## config.mk

```make
export PLATFORM = sky130hd
export DESIGN_NAME = memory_arbiter_flat
export DESIGN_NICKNAME = d
export VERILOG_FILES = /design/src/rtl/memory_arbiter_if.sv /design/src/rtl/memory_arbiter.sv /design/src/flat_wrapper.sv
export SDC_FILE = /design/constraint.sdc
export NUM_CORES = 1
export LEC_CHECK = 0
export BUFFER_PORTS_ARGS = -buffer_cell sky130_fd_sc_hd__clkbuf_2
export CELL_PAD_IN_SITES_DETAIL_PLACEMENT = 0
export CELL_PAD_IN_SITES_GLOBAL_PLACEMENT = 1
export CORE_AREA = 4 4 68 70
export DETAILED_ROUTE_END_ITERATION = 8
export DIE_AREA = 0 0 72 74
export PLACE_DENSITY = 0.86
export SYNTH_ARGS = -nofsm -noshare
export SYNTH_HDL_FRONTEND = slang
export SYNTH_SLANG_ARGS = --single-unit
export TNS_END_PERCENT = 10
```

## constraint.sdc

```tcl
create_clock -name i_Clock -period 2.9 [get_ports i_Clock]
set_input_delay 0 -clock i_Clock [delete_from_list [all_inputs] [get_ports i_Clock]]
set_output_delay 0 -clock i_Clock [all_outputs]
set_load 0.05 [all_outputs]
```

## src/rtl/memory_arbiter_if.sv

```systemverilog
// memory_arbiter_if: request/grant and per-CU memory bus between CUs and the arbiter
interface memory_arbiter_if #(
  parameter int num_cu = 4,
  parameter int num_cu_log = 2,
  parameter int memory_size_log = 10
);
  logic [num_cu-1:0] i_Grant_Request;
  logic [num_cu-1:0] o_Grant;
  logic [num_cu-1:0] i_Memory_Read_Enable;
  logic [num_cu-1:0] i_Memory_Write_Enable;
  logic [num_cu*memory_size_log-1:0] i_Memory_Address;
  logic o_Memory_Read_Enable;
  logic o_Memory_Write_Enable;
  logic [memory_size_log-1:0] o_Memory_Address;
  logic [num_cu_log-1:0] o_Owner;
  logic o_Busy;
  logic o_Timeout;
  modport master (
    output i_Grant_Request, i_Memory_Read_Enable, i_Memory_Write_Enable, i_Memory_Address,
    input o_Grant, o_Memory_Read_Enable, o_Memory_Write_Enable, o_Memory_Address, o_Owner, o_Busy, o_Timeout
  );
  modport slave (
    input i_Grant_Request, i_Memory_Read_Enable, i_Memory_Write_Enable, i_Memory_Address,
    output o_Grant, o_Memory_Read_Enable, o_Memory_Write_Enable, o_Memory_Address, o_Owner, o_Busy, o_Timeout
  );
endinterface

```

## src/rtl/memory_arbiter.sv

```systemverilog
// memory_arbiter: round-robin single-owner memory arbiter with a dead cycle after each release; ARB_HOLD_LIMIT_EN adds a sticky hold-limit timeout
module memory_arbiter #(
  parameter int num_cu = 4,
  parameter int num_cu_log = 2,
  parameter int memory_size_log = 10,
  parameter int max_hold = 16
) (
  input logic i_Clock,
  input logic i_Reset,
  memory_arbiter_if.slave bus
);
  typedef enum logic [1:0] {S_IDLE, S_GRANTED, S_RELEASE} state_t;
  state_t state_q, state_d;
  logic [num_cu-1:0] grant_q, grant_d;
  logic [num_cu_log-1:0] owner_q, owner_d, ptr_q, ptr_d, off, win;
  logic busy_q, busy_d, hit, granted;
  logic [2*num_cu-1:0] dbl;
  logic [num_cu-1:0] rot;
  logic [num_cu_log:0] sum;
  // rotate requests so the pointer sits at bit 0; lowest set bit is the winner
  always_comb begin
    dbl = {bus.i_Grant_Request, bus.i_Grant_Request} >> ptr_q;
    rot = dbl[num_cu-1:0];
    hit = 1'b0;
    off = '0;
    for (int i = num_cu - 1; i >= 0; i--) begin
      if (rot[i]) begin
        hit = 1'b1;
        off = num_cu_log'(i);
      end
    end
    sum = {1'b0, ptr_q} + {1'b0, off};
    win = num_cu_log'(sum >= (num_cu_log+1)'(num_cu) ? sum - (num_cu_log+1)'(num_cu) : sum);
  end
  always_comb begin
    state_d = state_q;
    grant_d = grant_q;
    owner_d = owner_q;
    busy_d = busy_q;
    ptr_d = ptr_q;
    case (state_q)
      S_IDLE: begin
        grant_d = hit ? num_cu'(1) << win : '0;
        owner_d = hit ? win : owner_q;
        busy_d = hit;
        state_d = hit ? S_GRANTED : S_IDLE;
      end
      S_GRANTED: begin
        if (!bus.i_Grant_Request[owner_q]) begin
          state_d = S_RELEASE;
          grant_d = '0;
          busy_d = 1'b0;
          ptr_d = owner_q == num_cu_log'(num_cu - 1) ? '0 : owner_q + 1'b1;
        end
      end
      default: state_d = S_IDLE;
    endcase
  end
  always_ff @(posedge i_Clock) begin
    if (!i_Reset) begin
      state_q <= S_IDLE;
      grant_q <= '0;
      owner_q <= '0;
      busy_q <= 1'b0;
      ptr_q <= '0;
    end else begin
      state_q <= state_d;
      grant_q <= grant_d;
      owner_q <= owner_d;
      busy_q <= busy_d;
      ptr_q <= ptr_d;
    end
  end
`ifdef ARB_HOLD_LIMIT_EN
  localparam int HW = $clog2(max_hold + 2);
  logic [HW-1:0] hold_q, hold_d;
  logic timeout_q, timeout_d;
  // counter saturates just past the limit; the flag is sticky so nothing beyond matters
  always_comb begin
    hold_d = state_d != S_GRANTED ? '0 : hold_q == HW'(max_hold + 1) ? hold_q : hold_q + 1'b1;
    timeout_d = timeout_q | (hold_d > HW'(max_hold));
  end
  always_ff @(posedge i_Clock) begin
    if (!i_Reset) begin
      hold_q <= '0;
      timeout_q <= 1'b0;
    end else begin
      hold_q <= hold_d;
      timeout_q <= timeout_d;
    end
  end
  assign bus.o_Timeout = timeout_q;
`else
  assign bus.o_Timeout = 1'b0;
`endif
  assign granted = state_q == S_GRANTED;
  assign bus.o_Grant = grant_q;
  assign bus.o_Owner = owner_q;
  assign bus.o_Busy = busy_q;
  assign bus.o_Memory_Read_Enable = granted & bus.i_Memory_Read_Enable[owner_q];
  assign bus.o_Memory_Write_Enable = granted & bus.i_Memory_Write_Enable[owner_q];
  assign bus.o_Memory_Address = granted ? bus.i_Memory_Address[owner_q*memory_size_log +: memory_size_log] : '0;
endmodule

```

## src/flat_wrapper.sv

```systemverilog
// flat-port wrapper written by rule: the top's interface ports become plain ports
module memory_arbiter_flat 
#(
  parameter int num_cu = 4,
  parameter int num_cu_log = 2,
  parameter int memory_size_log = 10,
  parameter int max_hold = 16
)
  (i_Clock, i_Reset, bus_i_Grant_Request, bus_i_Memory_Read_Enable, bus_i_Memory_Write_Enable, bus_i_Memory_Address, bus_o_Grant, bus_o_Memory_Read_Enable, bus_o_Memory_Write_Enable, bus_o_Memory_Address, bus_o_Owner, bus_o_Busy, bus_o_Timeout);
  memory_arbiter_if #(.num_cu(num_cu), .num_cu_log(num_cu_log), .memory_size_log(memory_size_log)) bus_i ();
  input logic i_Clock;
  input logic i_Reset;
  input wire logic [$bits(bus_i.i_Grant_Request)-1:0] bus_i_Grant_Request;
  input wire logic [$bits(bus_i.i_Memory_Read_Enable)-1:0] bus_i_Memory_Read_Enable;
  input wire logic [$bits(bus_i.i_Memory_Write_Enable)-1:0] bus_i_Memory_Write_Enable;
  input wire logic [$bits(bus_i.i_Memory_Address)-1:0] bus_i_Memory_Address;
  output wire logic [$bits(bus_i.o_Grant)-1:0] bus_o_Grant;
  output wire logic [$bits(bus_i.o_Memory_Read_Enable)-1:0] bus_o_Memory_Read_Enable;
  output wire logic [$bits(bus_i.o_Memory_Write_Enable)-1:0] bus_o_Memory_Write_Enable;
  output wire logic [$bits(bus_i.o_Memory_Address)-1:0] bus_o_Memory_Address;
  output wire logic [$bits(bus_i.o_Owner)-1:0] bus_o_Owner;
  output wire logic [$bits(bus_i.o_Busy)-1:0] bus_o_Busy;
  output wire logic [$bits(bus_i.o_Timeout)-1:0] bus_o_Timeout;
  assign bus_i.i_Grant_Request = bus_i_Grant_Request;
  assign bus_i.i_Memory_Read_Enable = bus_i_Memory_Read_Enable;
  assign bus_i.i_Memory_Write_Enable = bus_i_Memory_Write_Enable;
  assign bus_i.i_Memory_Address = bus_i_Memory_Address;
  assign bus_o_Grant = bus_i.o_Grant;
  assign bus_o_Memory_Read_Enable = bus_i.o_Memory_Read_Enable;
  assign bus_o_Memory_Write_Enable = bus_i.o_Memory_Write_Enable;
  assign bus_o_Memory_Address = bus_i.o_Memory_Address;
  assign bus_o_Owner = bus_i.o_Owner;
  assign bus_o_Busy = bus_i.o_Busy;
  assign bus_o_Timeout = bus_i.o_Timeout;
  memory_arbiter #(.num_cu(num_cu), .num_cu_log(num_cu_log), .memory_size_log(memory_size_log), .max_hold(max_hold)) u_core (.i_Clock(i_Clock), .i_Reset(i_Reset), .bus(bus_i));
endmodule
```

# Yosys cells after proc, flatten, opt, wreduce, memory -nomap -nowiden
# Cells that the tools add are included.
[op_classes]
n_shift = 3
addsub = 3
eq_ne = 3
n_bitwise = 3
mux = 25
n_lt_le_gt_ge = 2
reduce_logical = 5
n_mul = 1
[ops]
columns = ["op", "count"]
rows = [
  ["$shiftx A40 B7 Y10", 1],
  ["$mux W2", 7],
  ["$mux W10", 1],
  ["$mux W1", 9],
  ["$mux W4", 2],
  ["$pmux W4 S2", 1],
  ["$shr A8 B2 Y4", 1],
  ["$bmux W1 S2", 3],
  ["$reduce_and A2 Y1", 3],
  ["$mul A2 B3 Y5 const B", 1],
  ["$pmux W2 S2", 1],
  ["$shl A1 B2 Y4 const A", 1],
  ["$add A2 B2 Y3", 1],
  ["$ge A3 B3 Y1 const B", 1],
  ["$lt A2 B3 Y1 const B", 1],
  ["$add A2 B1 Y2 const B", 1],
  ["$and A1 B1 Y1", 2],
  ["$eq A2 B1 Y1 const B", 1],
  ["$eq A2 B2 Y1 const B", 1],
  ["$logic_not A2 Y1", 1],
  ["$ne A2 B2 Y1 const B", 1],
  ["$pmux W1 S2", 1],
  ["$reduce_bool A2 Y1", 1],
  ["$sub A2 B1 Y2 const B", 1],
  ["$not A1 Y1", 1],
]
[word_totals]
out_inout_bits = 20
inputBits = 54
register_bits = 11
word_cells = 50

# Depth between registers and ports, before layout
[depth]
word_depth = 11
mapped_depth = 11
ltp_nobuf = 10

# Worst setup path after synthesis
# No wires, ideal clock.
[synth_timing]
path_kind = "register to output"
start = "reg u_core.owner_q[0], in the netlist u_core.bus.o_Owner[0]"
end = "out bus_o_Memory_Address[1]"
n_path_buf = 2
required_ps = 2900
stages_incl_launch_ff = 5
t_arrival_ps = 2182
setup_slack_ps = 718
cell_sequence = "dfxtp_1 -> buf_2 -> buf_2 -> mux4_2 -> nor2b_1"
[synth_between]
elab_chain_cells = 3
[synth_rtl]
columns = ["item", "line_no", "rtl"]
rows = [
  ["from (decl)", "memory_arbiter.sv:15", "logic [num_cu_log-1:0] owner_q, owner_d, ptr_q, ptr_d, off, win;"],
  ["from (signal assigned)", "memory_arbiter.sv:69", "owner_q <= owner_d;"],
  ["$mul A2 B3 Y5", "memory_arbiter.sv:102", "assign bus.o_Memory_Address = granted ? bus.i_Memory_Address[owner_q*memory_size_log +: memory_size_log] : '0;"],
  ["$shiftx A40 B7 Y10", "memory_arbiter.sv:102", ""],
  ["$mux W10", "memory_arbiter.sv:102", ""],
  ["to (decl)", "flat_wrapper.sv:20", "output wire logic [$bits(bus_i.o_Memory_Address)-1:0] bus_o_Memory_Address;"],
]
# Every way passes these cells.

# Final worst setup path
[layout_timing]
start = "reg u_core.ptr_q[0]"
end = "reg u_core.grant_q[0], in the netlist u_core.bus.o_Grant[0]"
[layout_between]
elab_chain_cells = 11
elab_cells_between_ends = 16
classes_between = "add/sub: 2; order compare: 1; shift: 2; mux: 11"
[layout_rtl]
columns = ["item", "line_no", "rtl"]
rows = [
  ["from (decl)", "memory_arbiter.sv:15", ""],
  ["from (signal assigned)", "memory_arbiter.sv:71", "ptr_q <= ptr_d;"],
  ["$shr A8 B2 Y4", "memory_arbiter.sv:22", "dbl = {bus.i_Grant_Request, bus.i_Grant_Request} >> ptr_q;"],
  ["$mux W2 (4 in series)", "memory_arbiter.sv:27", "if (rot[i]) begin"],
  ["$add A2 B2 Y3 (*)", "memory_arbiter.sv:32", "sum = {1'b0, ptr_q} + {1'b0, off};"],
  ["net u_core.sum[0]", "memory_arbiter.sv:19", "logic [num_cu_log:0] sum;"],
  ["$ge A3 B3 Y1 or $sub A2 B1 Y2 (tied branches)", "memory_arbiter.sv:33", "win = num_cu_log'(sum >= (num_cu_log+1)'(num_cu) ? sum - (num_cu_log+1)'(num_cu) : sum);"],
  ["$mux W2 (*)", "memory_arbiter.sv:33", ""],
  ["$shl A1 B2 Y4 (*)", "memory_arbiter.sv:43", "grant_d = hit ? num_cu'(1) << win : '0;"],
  ["$mux W4 (*)", "memory_arbiter.sv:43", ""],
  ["$pmux W4 S2 (*)", "memory_arbiter.sv:41", "case (state_q)"],
  ["to (signal assigned)", "memory_arbiter.sv:68", "grant_q <= grant_d;"],
  ["to (decl)", "memory_arbiter.sv:14", "logic [num_cu-1:0] grant_q, grant_d;"],
]
# The timed path passes the listed nets; every way through them passes the cells marked *.
# A chain may end at the register's enable or synchronous reset.

==> impl_metrics.py <==
metrics = {
    "grt": {
        "grt_first_pass_wirelength_um": 5080,
        "antenna_found_initial": 0,
        "gr-total-overflow": 0,
        "grt_pass1_vias": 1118,
        "track_usage_pct": 11.9,
        "grt_max_degree": 15,
    },
    "yosys": {
        "ys_types": 39,
        "ys_seq_area_share_pct": 19.7,
        "yosysMostFrequentCell": "nor2b_1",
        "synth_adder_area_share_pct": 2.24,
        "synth-xor-area-share_pct": 1.57,
        "synthFlopType": "dfxtp_1",
        "syn_avg_cell_area_sq_um": 9.24,
        "ys_top_cells_by_area": "mux4_2, dfxtp_1, nor2b_1",
        "yosysTopAreaCell": "mux4_2",
        "synth.top_cell.area_share_pct": 26.2,
        "synth_top_family_by_area": "simple AND/OR/NAND/NOR gates",
        "ys_seq_elements": 11,
        "yosys.area_share.simple_pct": 29.1,
        "synth_compound_area_share_pct": 11.9,
        "async_flop_share_pct": 0,
        "synthCells": 121,
        "synth_mux_area_share_pct": 28.9,
        "ys_warn_count": 0,
        "synth.top_cells.by_count": "nor2b_1, mux4_2, nor2_1",
        "syn_area_sq_um": 1120,
        "synth.net_count": 177,
        "synth-edff-count": 0,
    },
    "route": {
        "remaining_drc_errors": 0,
        "routed_wirelength_um": 3160,
        "drt-vias-per-instance": 4.91,
        "routedWlPerCell_um": 13.3,
        "vias": 1169,
        "drtIter0Drc": 15,
        "firstDrtPassIters": 4,
        "ant_nets": 0,
    },
    "timing": {
        "skew_ns": 0.00500,
        "worstMarginPinSlew_ns": 0.526,
        "max_slew_margin_pct": 65.0,
        "min_period_over_period_pct": 74.5,
        "finalMaxSlewViolations": 0,
        "worst_hold_slack_ns": 0.0930,
        "fin_ws_ns": 0.740,
        "min_period_ns": 2.16,
        "max_clock_freq_mhz": 463,
        "rsz0062_at_grt": "false",
        "finalHoldViolations": 0,
        "tns_ns": 0,
        "setup_viol": 0,
    },
    "finish": {
        "syn_to_final_growth_pct": 36.8,
        "diodes": 0,
        "stdcell_count": 238,
        "nets": 245,
        "nFillCells": 403,
        "drive_gt1_share_pct": 51.6,
        "post-route-util_pct": 38.5,
    },
    "cts": {
        "path_clk_slew_ns": 0.05,
        "cts_root_buf": "clkbuf_8",
        "cts_setup_buffers": 0,
        "clk_latency_ns": 0.24,
        "holdBufCountCts": 0,
        "cts_tree": "yes",
        "cts_buffer_depth": 2,
        "htreeDepth": 1,
        "cts_buffers": 3,
        "cts.repair.resized": 0,
        "cts_sinks": 11,
    },
    "power": {
        "comb_power_share_pct": 56.7,
        "power_density_nw_per_um2": 553,
        "intPower_uw": 468,
        "p_sw_share_pct": 44.7,
        "power.share.clock_pct": 18.0,
        "max-vdd-ir-drop_mv": 0.283,
        "power.share.sequential_pct": 25.2,
        "power_switching_uw": 378,
        "leakage_uw": 0.000691,
    },
    "worst_setup_path": {
        "r2r_start": "u_core.ptr_q[0]",
        "critPathKind": "flop to flop",
        "r2r_setup_slack_ns": 0.74,
        "crit_arrival_ns": 2.33,
        "cp_max_fo": 11,
        "r2r-end": "u_core.bus.o_Grant[0]",
        "cp.required_ns": 3.07,
        "endpoint_kind": "flop",
        "startpoint_type": "flop",
        "r2r_cells": 7,
    },
    "die": {
        "io_pins": 74,
        "die-height_um": 74,
        "num_rows": 23,
        "initial_core_util_pct": 28.2,
        "dieArea_sq_um": 5330,
        "core-area_sq_um": 3970,
        "die_w_um": 72,
    },
    "outcome": {
        "status": "finished clean",
    },
    "placed_design": {
        "pre_cts_ws_ns": 0.801,
        "gp_congestion": 0.771,
        "dpl.hpwl_um": 2580,
        "place_inst": 234,
        "port_buffers": 72,
    },
    "worst_hold_path": {
        "hp-class": "input port to flop",
        "hold-path-endpoint": "u_core.state_q[0]",
        "min-delay-start": "i_Reset",
        "worstHoldPathCells": 2,
    },
    "flow_run": {
        "drv_cap": 0,
    },
}
-- critical path, cell delays in order, from the launching register on --
cell	delay, ns
dfxtp_1	0.40
or4_2	0.70
o2111ai_1	0.14
ha_1	0.29
nand4b_1	0.21
nor2_1	0.15
nand3_1	0.09
nand3_1	0.11
-- flip-flops by register name (all words and copies together) (netlist names) --
signal	cells
u_core.bus.o_Busy	1
u_core.bus.o_Owner	2
u_core.bus.o_Grant	4
u_core.ptr_q	2
u_core.state_q	2
-- routing by layer --
layer / vias to the layer above / global-route usage [%] / wire length, um
li1: 580 / - / -
met1: 539 / 13.2 / 1210
met2: 48 / 22.3 / 1620
met3: 2 / 2.70 / 306
met4: 0 / 3.76 / 19
met5: - / 0 / 0
-- how the worst max path moves through the flow --
stage	from	to	slack, ns	cells past startpoint
2_1_floorplan	u_core.bus.o_Owner[0]	bus_o_Memory_Address[1]	0.72	4
3_3_place_gp	u_core.ptr_q[0]	u_core.bus.o_Grant[0]	0.85	7
3_5_place_dp	u_core.ptr_q[0]	u_core.bus.o_Grant[0]	0.80	7
4_1_cts	u_core.ptr_q[0]	u_core.bus.o_Grant[0]	0.73	7
5_1_grt	u_core.ptr_q[0]	u_core.bus.o_Grant[2]	0.58	7
6_report	u_core.ptr_q[0]	u_core.bus.o_Grant[0]	0.74	7
-- layout by cell type, fill, tap and decap left out, types with 2 or more instances in the layout --
| cell type | Yosys | layout |
|---|---|---|
| clkbuf_2 | 0 | 72 |
| nand3_1 | 10 | 10 |
| ha_1 | 2 | 2 |
| mux4_2 | 13 | 13 |
| o21ai_0 | 6 | 6 |
| dfxtp_1 | 11 | 11 |
| clkbuf_8 | 0 | 3 |
| nand2_1 | 7 | 7 |
| nor2_1 | 13 | 13 |
| nor2b_1 | 20 | 20 |
| mux2i_1 | 3 | 3 |
| buf_4 | 1 | 2 |
-- kinds of logic (layout without fill, tap and decap cells) --
family          Yosys count  in the layout
compound gates           18             18
xor+xnor                  2              2
fa+ha+maj                 2              2
buf+inv                  11             78
flops                    11             11
mux                      16             16
other cells               1              1
simple gates             60             60
-- power by group through the flow --
stage	Combinational [uW]	Sequential, uW	Clock (uW)
floorplan	348	250	0
global placement	480	217	0
detailed placement	484	217	0
CTS	486	215	157
global route	519	221	164
finish	480	214	153
-- metrics by stage --
| stage | power (uW) | instance area, sq um |
|---|---|---|
| after floorplan | 598 | 1120 |
| after global placement | 697 | 1490 |
| after detailed placement | 701 | 1490 |
| after CTS | 858 | 1530 |
| after global routing | 904 | 1530 |
| final | 846 | 1530 |
-- cell type report --
cell class,instances,area [sq um],area share [%]
multi-input combinational,99,827,54.0
timing repair buffer,74,375,24.5
sequential,11,220,14.4
tap,50,62.6,4.09
clock buffer,4,45.0,2.94
Note: power is estimated with default switching activity, not from simulation.
